**config.mk**
```make
export PLATFORM = sky130hd
export DESIGN_NAME = xbar_dev_arbiter
export DESIGN_NICKNAME = d
export VERILOG_FILES = /design/src/rtl/tlul_pkg.sv /design/src/rtl/xbar_pkg.sv /design/src/rtl/xbar_id_fifo.sv /design/src/rtl/xbar_dev_arbiter.sv
export SDC_FILE = /design/constraint.sdc
export NUM_CORES = 1
export LEC_CHECK = 0
export CAP_MARGIN = 0
export CORE_AREA = 5 5 141 143
export CTS_BUF_LIST = sky130_fd_sc_hd__clkbuf_2
export DETAILED_ROUTE_END_ITERATION = 6
export DIE_AREA = 0 0 146 148
export GPL_ROUTABILITY_DRIVEN = 0
export SLEW_MARGIN = 5
export SYNTH_ARGS = -nofsm -noshare
export SYNTH_HDL_FRONTEND = slang
export SYNTH_SLANG_ARGS = --single-unit
```
**constraint.sdc**
```tcl
create_clock -name clk_i -period 5.65 [get_ports clk_i]
set_clock_uncertainty 0.05 [all_clocks]
set_input_delay 0.8475 -clock clk_i [delete_from_list [all_inputs] [get_ports clk_i]]
set_output_delay 0.8475 -clock clk_i [all_outputs]
set_load 0.1 [all_outputs]
```
**src/rtl/tlul_pkg.sv**
```systemverilog
// Minimal TL-UL channel structs shared by hosts, crossbar and devices.
package tlul_pkg;

  typedef struct packed {
    logic        a_valid;
    logic [2:0]  a_opcode;
    logic [1:0]  a_size;
    logic [3:0]  a_source;
    logic [31:0] a_address;
    logic [31:0] a_data;
    logic [3:0]  a_mask;
    logic        d_ready;
  } tl_h2d_t;

  typedef struct packed {
    logic        d_valid;
    logic [2:0]  d_opcode;
    logic [3:0]  d_source;
    logic [31:0] d_data;
    logic        d_error;
    logic        a_ready;
  } tl_d2h_t;

endpackage

```
**src/rtl/xbar_pkg.sv**
```systemverilog
// Crossbar host enumeration and shared sizing constants.
package xbar_pkg;

  localparam int N_HOST             = 2;
  localparam int XbarMaxOutstanding = 4;

  typedef enum logic {
    TlBrqif  = 1'b0,
    TlBrqlsu = 1'b1
  } tl_host_e;

  typedef logic tl_host_idx_t;

endpackage

```
**src/rtl/xbar_id_fifo.sv**
```systemverilog
// Small synchronous FIFO carrying host indices of in-flight requests.
module xbar_id_fifo #(
  parameter int Width = 1,
  parameter int Depth = 4
) (
  input  logic                     clk_i,
  input  logic                     rst_ni,
  input  logic                     push_i,
  input  logic [Width-1:0]         wdata_i,
  input  logic                     pop_i,
  output logic [Width-1:0]         rdata_o,
  output logic                     full_o,
  output logic                     empty_o,
  output logic [$clog2(Depth):0]   count_o
);

  localparam int PtrW = (Depth > 1) ? $clog2(Depth) : 1;
  localparam int CntW = $clog2(Depth) + 1;

  logic [Width-1:0] mem [Depth];
  logic [PtrW-1:0]  wptr_q, rptr_q;
  logic [CntW-1:0]  cnt_q;
  logic             do_push, do_pop;

  assign full_o  = (cnt_q == CntW'(Depth));
  assign empty_o = (cnt_q == '0);
  assign count_o = cnt_q;
  assign rdata_o = mem[rptr_q];
  assign do_push = push_i & ~full_o;
  assign do_pop  = pop_i & ~empty_o;

  // Depth is a power of two, so pointer overflow is the modulo wrap.
  always_ff @(posedge clk_i or negedge rst_ni) begin
    if (!rst_ni) begin
      wptr_q <= '0;
      rptr_q <= '0;
      cnt_q  <= '0;
    end else begin
      if (do_push) wptr_q <= wptr_q + 1'b1;
      if (do_pop)  rptr_q <= rptr_q + 1'b1;
      case ({do_push, do_pop})
        2'b10:   cnt_q <= cnt_q + 1'b1;
        2'b01:   cnt_q <= cnt_q - 1'b1;
        default: cnt_q <= cnt_q;
      endcase
    end
  end

  always_ff @(posedge clk_i) begin
    if (do_push) mem[wptr_q] <= wdata_i;
  end

endmodule

```
**src/rtl/xbar_dev_arbiter.sv**
```systemverilog
// Two-host round-robin arbiter onto one TL-UL device port with in-order
// response routing via a FIFO of granted host indices.
module xbar_dev_arbiter
  import tlul_pkg::*;
  import xbar_pkg::*;
#(
  parameter int MaxOutstanding = XbarMaxOutstanding,
  parameter int NHost          = N_HOST
) (
  input  logic                              clk_i,
  input  logic                              rst_ni,
  input  tl_h2d_t                           tl_h_i [NHost],
  output tl_d2h_t                           tl_h_o [NHost],
  output tl_h2d_t                           tl_d_o,
  input  tl_d2h_t                           tl_d_i,
  output logic [$clog2(MaxOutstanding):0]   outstanding_o,
  output logic                              err_unexp_o
);

  tl_host_idx_t prio_q, held_host_q, gnt, head;
  logic         held_q, fifo_full, fifo_empty;
  logic         gnt_valid, a_hs, d_pop, head_d_ready;

  always_comb begin
    if (held_q)                                                gnt = held_host_q;
    else if (tl_h_i[TlBrqif].a_valid && tl_h_i[TlBrqlsu].a_valid) gnt = prio_q;
    else if (tl_h_i[TlBrqlsu].a_valid)                         gnt = TlBrqlsu;
    else                                                       gnt = TlBrqif;
  end

  assign gnt_valid    = tl_h_i[gnt].a_valid & ~fifo_full;
  assign a_hs         = gnt_valid & tl_d_i.a_ready;
  // With nothing outstanding the device beat is dropped rather than stalled.
  assign head_d_ready = fifo_empty | tl_h_i[head].d_ready;
  assign d_pop        = tl_d_i.d_valid & head_d_ready & ~fifo_empty;

  always_comb begin
    tl_d_o         = tl_h_i[gnt];
    tl_d_o.a_valid = gnt_valid;
    tl_d_o.d_ready = head_d_ready;
  end

  always_comb begin
    for (int h = 0; h < NHost; h++) begin
      tl_h_o[h]         = tl_d_i;
      tl_h_o[h].a_ready = a_hs & (gnt == tl_host_idx_t'(h));
      tl_h_o[h].d_valid = tl_d_i.d_valid & ~fifo_empty & (head == tl_host_idx_t'(h));
    end
  end

  // Grant locks once offered to the device so the A payload stays stable.
  always_ff @(posedge clk_i or negedge rst_ni) begin
    if (!rst_ni) begin
      prio_q      <= TlBrqif;
      held_q      <= 1'b0;
      held_host_q <= TlBrqif;
      err_unexp_o <= 1'b0;
    end else begin
      err_unexp_o <= tl_d_i.d_valid & fifo_empty;
      if (a_hs) begin
        prio_q <= ~gnt;
        held_q <= 1'b0;
      end else if (gnt_valid) begin
        held_q      <= 1'b1;
        held_host_q <= gnt;
      end
    end
  end

  xbar_id_fifo #(
    .Width (1),
    .Depth (MaxOutstanding)
  ) u_id_fifo (
    .clk_i   (clk_i),
    .rst_ni  (rst_ni),
    .push_i  (a_hs),
    .wdata_i (gnt),
    .pop_i   (d_pop),
    .rdata_o (head),
    .full_o  (fifo_full),
    .empty_o (fifo_empty),
    .count_o (outstanding_o)
  );

endmodule

```
# Yosys cells after proc, flatten, opt, wreduce, memory -nomap -nowiden
# Memories as Yosys holds them, arrays and structs flattened.
# Index checks and enable logic that the tools add are counted.
# op_classes
n_bitwise	20
n_reduce_logical	5
add_sub_neg	4
muxes	14
n_lt_le_gt_ge	2
n_eq_ne	3
# op_table
op	n
two-way mux 79 bit	3
AND 1 bit	12
two-way mux 1 bit	10
case mux 3 bit (2 select lines)	1
inverter 1 bit	5
adder 2 x 1 -> 2 bit (second input constant)	2
>= comparator 2 bit (second input constant)	2
inverter 1 -> 2 bit	2
nonzero test 2 bit	2
adder 3 x 1 -> 3 bit (second input constant)	1
equality test 3 bit (second input constant)	1
logical NOT 3 bit	1
subtractor 3 x 1 -> 3 bit (second input constant)	1
equality test 2 x 1 -> 1 bit (second input constant)	1
equality test 2 bit (second input constant)	1
AND reduction 2 bit	1
logical AND 1 bit	1
OR 1 bit	1
# word_totals
out_inout_bits	167
register_bits	11
ramBits	4
mem_count	1
input_bits	202
# memory_table
name	words	width	rd	rd_clocked_by_memory_dff	write_ports	line	source
u_id_fifo.mem	4	1	1	0	1	xbar_id_fifo.sv:20	logic [Width-1:0] mem [Depth];

# Depth between registers and ports, before layout
# depth
depth_word	12
ltp_mapped	10

# Modules after synthesis
# From an unflattened synthesis, not the netlist that was laid out.
# unflattened
hier_cells	239
hier_area_um2	2434.8
# modules_own_cells
module	area_each_um2	seq_area_each_um2	instances	cells_per_inst
xbar_dev_arbiter	1851.8	100.1	1	197
xbar_id_fifo	583.1	295.3	1	42

# Worst setup path before layout
# No wires, ideal clock.
# synth_timing
path_type	reg2out
start	reg u_id_fifo.cnt_q[1], in the netlist u_id_fifo.count_o[1]
end	out tl_h_o[42] (netlist name)
path_slack_ns	2.045
arrival_time_ns	2.708
stages_incl_launch_ff	5
required_time_ns	4.753
path_cell_list	dfrtp_1 > nor2_1 > a2bb2oi_2 > nand3_1 > nor2_1
# synth_lines
item	line	source
start: declaration	xbar_id_fifo.sv:22	logic [CntW-1:0] cnt_q;
start signal: assignment	xbar_id_fifo.sv:42	2'b10: cnt_q <= cnt_q + 1'b1;
start signal: assignment	xbar_id_fifo.sv:43	2'b01: cnt_q <= cnt_q - 1'b1;
start signal: assignment	xbar_id_fifo.sv:44	default: cnt_q <= cnt_q;
end: declaration	xbar_dev_arbiter.sv:13	output tl_d2h_t tl_h_o [NHost],

==> metrics.sh <==
FINAL.SETUP.TNS_PS=0
POST_SYNTH_MAIN_AREA_CONTRIBUTORS='sky130_fd_sc_hd__mux2_4 (42%), sky130_fd_sc_hd__buf_4 (22%), sky130_fd_sc_hd__dfrtp_1 (9.9%)'
GRT_OVERFLOW=0
DESIGN.PORTCOUNT=369
CAP_VIOL_MAX_COUNT=0
SYN-NUM-NETS=451
FLOORPLAN.DIE.WIDTH_UM=146
WORST_SKEW_PAIR.LATE_LATENCY_PS=280
FMAX_MHz=217
VIAS_PER_CELL=3.65
N_ANTENNA_CELL=0
HP-CLASS='flop to flop'
FINALMAXSLEWVIOLATIONS=0
TIMING_WORST_SLEW_PIN_VALUE_PS=980
POST_SYNTH_INST_COUNT=243
HOLD_VIOL=0
CTS_TREE='yes'
HTREE_LEVELS=1
PLACEMENT_ROWS=50
LONGEST_CLK_PATH_BUFS=2
CTS.SINKS=15
FINALPOWER_mW=3.55
SETUP_REPAIR_AFTER_GLOBAL_ROUTING_MISSED_ITS_MARGIN='no'
OUTCOME='complete, no violations'
WORST_SETUP_PATH_END_KIND='output port'
DRT-INITIAL-DRC-COUNT=36
FIN_NETS=616
NUMBER_OF_FLOPS_MAPPED_TO_ENABLE_CELLS_BY_YOSYS=4
GRT_MAX_DEGREE=46
CP.ARRIVAL_PS=3710
YS_ASYNC_SR_FRACTION=0.733
POWER.DENSITY_CELL_AREA_nW_PER_UM2=761
WORSTREGTOREGCELLS=8
SYN_AREA_PER_CELL_UM2=11.5
WORST_HOLD_SLACK_PS=481
SYNTH_MOST_COMMON_CELL='sky130_fd_sc_hd__buf_4'
CTS.ROOT.BUFFER_CELL='sky130_fd_sc_hd__clkbuf_2'
FINALCRITPERIODSHARE=0.815
P_LEAK_nW=2.09
DIE_AREA_UM2=21600
POST_SYNTH_MOST_FREQUENT_CELLS='sky130_fd_sc_hd__buf_4 (82), sky130_fd_sc_hd__mux2_4 (78), sky130_fd_sc_hd__dfrtp_1 (11), sky130_fd_sc_hd__inv_1 (9), sky130_fd_sc_hd__buf_12 (8)'
YOSYSUNIQUECELLTYPES=31
SYNTHESIS.AREA_UM2=2780
CTS_POST_SETUP_BUFFERS_INSERTED=0
YS_SEQ_AREA_FRAC=0.142
ANTENNA_LEFT=0
POST_LAYOUT_UTILIZATION_OF_THE_CORE=0.253
WIRE_LENGTH_OF_THE_FIRST_GLOBAL_ROUTING_PASS_MM=16.8
CRITICALPATHCATEGORY='input pin to output port'
DOMINANTREGCELLSYNTH='sky130_fd_sc_hd__dfrtp_1'
MAX-VDD-IR-DROP_V=0.000385
ROUTED-VIA-COUNT=2339
DETAIL_ROUTE.FIRST_PASS.ITERATIONS=4
SYNTHDOMINANTAREACELLTYPE='sky130_fd_sc_hd__mux2_4'
CTS_MADE_BUFFERS=3
GRT_ANTENNA_BEFORE_REPAIR=2
WIRE_PER_INST_UM=18.8
GR-USAGE-ALL-LAYERS=0.100
CHIPHEIGHT_UM=148
REQUIRED_PS=4750
SYNTH_TOP_CELL_AREA_SHARE=0.421
CRIT_FANOUT=21
SYNTH.YOSYS.WARNINGS=0
SETUP.WORST_PATH.START_CLASS='input pin'
HOLDPATHSTAGES=1
POST_CTS_RESIZE_COUNT=0
TOTALWIRELENGTH_MM=12.1
DRCVIOLATIONCOUNT=0
SYNTH_TO_FINAL_AREA_CHANGE_PCT=67.5
HOLD_BUFFERS=0
INITIAL_CORE_UTIL=0.151
PATH_CLK_SLEW_PS=140
SETUP_VIOL_COUNT_FINAL=0
PLACE.PORT_BUFFERS=248
SYNTH.FF_LATCH_COUNT=15
CORE-AREA_UM2=18500
FINAL_PERIOD_MINUS_WORST_SETUP_SLACK_PS=4610
NUMBER_OF_GLOBAL_ROUTE_VIAS_BEFORE_REPAIR=2573
DPL.HPWL_MM=10.7
DRIVE_ABOVE_1_SHARE=0.381
SLEW_HEADROOM=0.344
==> through the flow <==
stage	area (um2)	worst slack, ps	cells
6_report	4660	1040	641
4_1_cts	4660	989	641
2_1_floorplan	2780	2040	243
3_3_place_gp	4640	1040	637
3_5_place_dp	4640	989	637
5_1_grt	4660	912	641
==> cells by family after synthesis <==
group                    synth area share
AO/OA/AOI/OAI                      0.0274
XOR/XNOR                           0.0157
adder cells (fa/ha/maj)            0.0297
buffers and inverters               0.296
flip-flops                          0.142
multiplexers                        0.442
AND/OR/NAND/NOR                    0.0467
==> final cells by class <==
type	instances	area, um2
tap	234	293
fill	1954	13800
timing repair buffer	251	2350
sequential	15	395
inverter	9	33.8
clock inverter	1	5.00
multi-input combinational	128	1570
clock buffer	3	15.0
==> metal layers <==
| metal | GRT usage | share of wire | vias up |
|---|---|---|---|
| met2 | 0.157 | 0.45 | 228 |
| met5 | 0.0159 | 0.0022 | - |
| met1 | 0.119 | 0.39 | 1032 |
| li1 | - | - | 1069 |
| met3 | 0.0659 | 0.15 | 6 |
| met4 | 0.00894 | 0.0014 | 4 |
==> layout by cell type, fill, tap and decap left out, types with 2 or more instances in the layout <==
master,count
sky130_fd_sc_hd__and2_1,4
sky130_fd_sc_hd__buf_4,69
sky130_fd_sc_hd__clkbuf_2,3
sky130_fd_sc_hd__clkdlybuf4s50_1,181
sky130_fd_sc_hd__dfrtp_1,11
sky130_fd_sc_hd__edfxtp_1,4
sky130_fd_sc_hd__ha_1,5
sky130_fd_sc_hd__inv_1,9
sky130_fd_sc_hd__mux2_4,78
sky130_fd_sc_hd__mux2i_1,6
sky130_fd_sc_hd__nand2_1,4
sky130_fd_sc_hd__nor2_1,6
sky130_fd_sc_hd__o21a_1,2
sky130_fd_sc_hd__o21ai_0,3
sky130_fd_sc_hd__xnor2_1,2
sky130_fd_sc_hd__xor2_1,3
==> worst paths after layout <==
path	end	slack, ps	start
min in group asynchronous	prio_q	840	rst_ni
worst max-delay path	tl_d_o[49]	1040	tl_h_i[157]
worst min-delay path	u_id_fifo.rptr_q[0]	480	u_id_fifo.rptr_q[0]
max in group asynchronous	err_unexp_o	4370	rst_ni
worst max register to register	u_id_fifo.count_o[1]	2920	held_q
worst min register to register	u_id_fifo.rptr_q[0]	480	u_id_fifo.rptr_q[0]
==> power breakdown <==
part	switching [mW]	internal, mW
logic	2.34	0.950
clock network	0.0343	0.0160
registers	0.0419	0.163
==> critical path, stage by stage <==
cell and delay [ps]:
sky130_fd_sc_hd__clkdlybuf4s50_1 480, sky130_fd_sc_hd__nor2b_4 170, sky130_fd_sc_hd__o21ai_4 640, sky130_fd_sc_hd__buf_4 280, sky130_fd_sc_hd__mux2_4 160, sky130_fd_sc_hd__clkdlybuf4s50_1 1130
==> sequential cells by signal, summed over array words and instances, names as in the netlist <==
signal,flops
u_id_fifo.rptr_q,2
held_host_q,1
u_id_fifo.count_o,3
err_unexp_o,1
u_id_fifo.wptr_q,2
prio_q,1
u_id_fifo.mem,4
held_q,1
(Power assumes the default switching activity.)
